--- config.mk ---
export PLATFORM = sky130hd
export DESIGN_NAME = down_counter_timer
export DESIGN_NICKNAME = d
export VERILOG_FILES = /design/src/rtl/down_counter_timer.sv
export SDC_FILE = /design/constraint.sdc
export NUM_CORES = 1
export LEC_CHECK = 0
export CAP_MARGIN = 20
export CORE_AREA = 10 10 47 49
export DETAILED_ROUTE_END_ITERATION = 10
export DIE_AREA = 0 0 57 59
export SLEW_MARGIN = 25
export SYNTH_ARGS = -nofsm -noshare
export SYNTH_HDL_FRONTEND = slang
export SYNTH_SLANG_ARGS = --single-unit
--- constraint.sdc ---
create_clock -name CLK -period 1.6 [get_ports CLK]
set_clock_uncertainty 0.2 [all_clocks]
set_input_delay 0.16 -clock CLK [delete_from_list [all_inputs] [get_ports CLK]]
set_output_delay 0.16 -clock CLK [all_outputs]
set_load 0.05 [all_outputs]
--- src/rtl/down_counter_timer.sv ---
// Loadable down-counter/timer with combinational borrow-out and registered Done pulse.
// Define DCNT_AUTO_RELOAD_EN to reload the preset at terminal count (periodic timer).
module down_counter_timer #(
    parameter int WIDTH = 4
) (
    input  logic             CLK,
    input  logic             Clear_b,
    input  logic [WIDTH-1:0] Data_in,
    input  logic             Load,
    input  logic             Count,
    output logic [WIDTH-1:0] A_count,
    output logic             B_out,
    output logic             Done,
    output logic             Busy
);

    typedef enum logic {
        S_IDLE  = 1'b0,
        S_COUNT = 1'b1
    } state_t;

    localparam logic [WIDTH-1:0] ONE = WIDTH'(1);

    state_t           state_q, state_d;
    logic [WIDTH-1:0] cnt_q, cnt_d;
    logic [WIDTH-1:0] reload_q, reload_d;
    logic             done_q, done_d;
    logic             terminal;

    // Load suppresses terminal so a colliding reload never borrows or fires Done
    assign terminal = (state_q == S_COUNT) & Count & (cnt_q == ONE) & ~Load;

    assign A_count = cnt_q;
    assign B_out   = terminal;
    assign Done    = done_q;
    assign Busy    = (state_q == S_COUNT);

    always_comb begin
        state_d  = state_q;
        cnt_d    = cnt_q;
        reload_d = reload_q;
        done_d   = 1'b0;
        if (Load) begin
            cnt_d    = Data_in;
            reload_d = Data_in;
            state_d  = (Data_in != '0) ? S_COUNT : S_IDLE;
        end else if (terminal) begin
            done_d = 1'b1;
`ifdef DCNT_AUTO_RELOAD_EN
            cnt_d   = reload_q;
            state_d = S_COUNT;
`else
            cnt_d   = '0;
            state_d = S_IDLE;
`endif
        end else if ((state_q == S_COUNT) && Count) begin
            cnt_d = cnt_q - ONE;
        end
    end

    always_ff @(posedge CLK or negedge Clear_b) begin
        if (!Clear_b) begin
            state_q  <= S_IDLE;
            cnt_q    <= '0;
            reload_q <= '0;
            done_q   <= 1'b0;
        end else begin
            state_q  <= state_d;
            cnt_q    <= cnt_d;
            reload_q <= reload_d;
            done_q   <= done_d;
        end
    end

endmodule
### After elaboration in Yosys (flattened, before gate mapping)

Index checks and enable logic that the tools add are counted.

* reductions and logical operators: 4
* magnitude comparators: 0
* bitwise gates (word level): 4
* eq/ne operators: 1
* multiply operators: 0
* divide/modulo/power cells: 0
* shift-type cells: 0
* multiplexer cells: 8
* $add $sub $neg: 1

Operators with widths (count)
* $mux W4: 3
* $mux W1: 5
* $eq A4 B1 Y1 const B: 1
* $reduce_bool A4 Y1: 1
* $sub A4 B1 Y4 const B: 1
* $and A1 B1 Y1: 3
* $reduce_bool A3 Y1: 1
* $reduce_bool A2 Y1: 1
* $logic_and A1 B1 Y1: 1
* $not A1 Y1: 1

* memories: 0
* memory bits (read-only): 0
* input bits: 8
* register bits: 6
* bits in latches: 0
* RAM bits: 0
* output and inout bits: 7
* logic and storage cells: 21

### Depth between registers and ports, before layout

* depth in word-level cells: 5
* gate-level depth with buffers: 5
* depth with buffers taken out: 5

### Worst setup path before layout

Ideal clock, no wire load.

* kind: register to output
* start point: reg cnt_q[0], in the netlist A_count[0]
* end point: out B_out
* required time: 1.240 ns
* data arrival time: 2.466 ns
* buffers on the path: 0
* setup slack: -1.226 ns
* cell stages (with the launch flop): 4
* cells stage by stage: dfrtp_1 > ha_1 > or3b_4 > nor3_1

* longest elaborated chain between the ends: 3

Ends and longest elaborated chain
* from (decl): line 25 `logic [WIDTH-1:0] cnt_q, cnt_d;`
* from (signal assigned): line 69 `cnt_q <= cnt_d;`
* $eq A4 B1 Y1: line 31 `assign terminal = (state_q == S_COUNT) & Count & (cnt_q == ONE) & ~Load;`
* $and A1 B1 Y1 (2 in a row): line 31
* to (decl): line 12 `output logic B_out,`

No other way between the ends.

### Final worst setup path

* start point: reg cnt_q[1], in the netlist A_count[1]
* end point: out B_out

Same word-level chain as after synthesis.

==> results.py <==
metrics = {
    "logic_synthesis": {
        "synthTopCellsByCount": "dfrtp_1, inv_1",
        "synth_edf_count": 0,
        "synth_flop_cell": "dfrtp_1",
        "post-synth-top-count-cell": "dfrtp_1",
        "postSynthAreaPerCell_um2": 9.614,
        "ys_async_sr_fraction_pct": 100.0,
        "syn_nets": 48,
        "ys_warn_count": 0,
        "netlist_area_um2": 365.4,
        "ys_ff_latch": 6,
        "synth_cell_type_count": 19,
        "synthCells": 38,
        "yosysTopAreaCell": "dfrtp_1",
        "netlist_top_cells_area": "dfrtp_1, ha_1, nor2b_1, o41ai_1, a21oi_1",
        "synth_top_area_share_pct": 41.10,
        "synth-seq-area-share_pct": 41.10,
    },
    "run_status": {
        "violations": "negative setup slack",
        "status": "finished with violations",
    },
    "timing": {
        "setup_viol": 4,
        "period_share_pct": 120.8,
        "slew_headroom_pct": 77.62,
        "fin_tns_setup_ns": -0.5479,
        "rsz0062_at_grt": "yes",
        "drv_slew": 0,
        "clock.fmax_ghz": 0.5172,
        "setup_slack_ns": -0.3335,
        "worst_pin_slew_ns": 0.3346,
        "period_minus_slack_ns": 1.933,
        "hold_violations": 0,
    },
    "layout": {
        "design_area_um2": 743.2,
        "num_antenna_cells": 0,
        "drive_gt1_share_pct": 48.48,
        "area_growth_pct": 103.4,
        "fin_util_pct": 53.04,
        "nets": 77,
    },
    "route": {
        "wl_per_cell_um": 15.28,
        "via_per_inst": 5.195,
        "drc_errors": 0,
        "initialDrtViolationCount": 14,
        "wl_um": 1253,
        "dr.pass1.iters": 4,
        "vias": 426,
        "ant_nets": 0,
    },
    "global_route": {
        "grt_max_degree": 8,
        "grt_pass1_wl_um": 2111,
        "grt.overflow.total": 0,
        "antenna_found_initial": 0,
        "grt_pass1_vias": 461,
        "grt_usage_pct": 7.792,
    },
    "placed_design": {
        "port_buffers": 14,
        "dp_slack_ns": -0.1219,
        "dp_hpwl_um": 988.3,
        "gp_congestion": 0.8248,
        "place_area_um2": 693.2,
    },
    "worst_setup_path": {
        "slowest_stage": "dfrtp_2",
        "r2r-start": "A_count[1]",
        "cpPeakStageDelay_ns": 0.40,
        "cp-end-kind": "output pin",
        "worstPathRequired_ns": 1.24,
        "critPathLaunch": "A_count[1]",
        "crit_family": "simple AND/OR/NAND/NOR gates",
        "crit_arrival_ns": 1.57,
        "crit_path_start_kind": "flop",
        "worst-path-buf-inv": 2,
        "path_max_fanout": 2,
        "crit_type": "flop to output pin",
        "cp_cell_sequence": "inv_2 -> ha_4 -> or3b_4 -> nor3_4 -> buf_12",
    },
    "hold_path": {
        "min-delay-start": "Data_in[1]",
        "hp-class": "primary input to flop",
    },
    "power_and_ir_drop": {
        "p_per_area_nw_per_um2": 844.1,
        "ir_drop_mv": 0.5604,
        "p_total_mw": 0.6273,
        "power_leakage_nw": 0.3169,
    },
    "floorplan": {
        "initial_core_util_pct": 26.07,
        "row_count": 14,
        "dieWidth_um": 57,
        "coreArea_um2": 1401,
        "die_h_um": 59,
        "io_pins": 15,
        "die_area_um2": 3363,
    },
    "clocking": {
        "cts_buffers": 3,
        "cts.path.max_buffers": 2,
        "clkTransAtPathRegs_ns": 0.06,
        "cts_root_buffer": "clkbuf_4",
        "cts_num_sinks": 6,
        "cts_tree": "done",
        "htreeDepth": 1,
        "clock_latency_ns": 0.26,
    },
    "job": {
        "cap_violations": 0,
    },
}
## final cells by class
type                    count  area (µm²)
flip-flops and latches      6       153.9
well taps                  16       20.02
clock buffers               4       26.28
repair buffers             25       295.3
fillers                   137       658.1
multi-input cells          27       232.7
inverters                   4       15.01
## where the power goes
part,switching [mW],internal [mW]
Combinational,0.137,0.136
Sequential,0.0159,0.168
Clock,0.0751,0.0958
## kinds of logic after synthesis
logic type | synth area share, %
compound gates | 25.68
fa+ha+maj | 6.848
buf+inv | 5.477
flops | 41.09
simple gates | 20.89
## worst register-to-register path: stages, from the launching register on
cell,delay [ns]
dfrtp_2,0.40
inv_2,0.08
ha_4,0.12
or3b_4,0.39
buf_4,0.17
a22oi_2,0.14
o21ai_1,0.08
## repair_timing
item | 4_1_cts | 5_1_grt
setup buffers | 0 | 0
setup endpoints to repair | 6 | 6
hold buffers | 1 | 0
pin swaps | 2 | 0
resized for setup | 2 | 1
hold endpoints to repair | 6 | 0
## worst paths after layout
check	to	slack (ns)	cells past startpoint
max	B_out	-0.33	5
min	A_count[1]	0.29	3
max reg2reg	A_count[1]	-0.09	6
min reg2reg	Busy	0.45	2
max in group asynchronous	Busy	0.45	2
min in group asynchronous	Done	0.50	2
## cell usage in the layout (no fill, tap or decap), types with 2 or more instances in the layout
| cell | Yosys | final |
|---|---|---|
| a21oi_1 | 3 | 3 |
| buf_12 | 0 | 7 |
| buf_4 | 0 | 10 |
| clkbuf_4 | 0 | 3 |
| clkdlybuf4s50_1 | 0 | 7 |
| dfrtp_1 | 6 | 3 |
| dfrtp_2 | 0 | 3 |
| inv_1 | 4 | 3 |
| nand2_1 | 2 | 2 |
| nor2b_1 | 3 | 3 |
| o21ai_1 | 3 | 2 |
| o41ai_1 | 2 | 2 |
## stage by stage
stage | hold slack (ns) | instances
2_1_floorplan | -0.3356 | 38
3_3_place_gp | 0.2346 | 77
3_5_place_dp | 0.2388 | 77
4_1_cts | 0.2911 | 82
5_1_grt | 0.3065 | 82
6_report | 0.2871 | 82
## state kept, by name, summed over array words and instances, names as in the netlist
register,cells
Busy,1
Done,1
A_count,4
## layer usage
layer	share of wire (%)	GRT usage [%]	vias to the layer above
met3	10	3.433	4
met4	2.1	5.034	0
li1	-	-	197
met5	0	0	-
met2	47	13.33	22
met1	41	7.518	203
(Power assumes the default switching activity.)
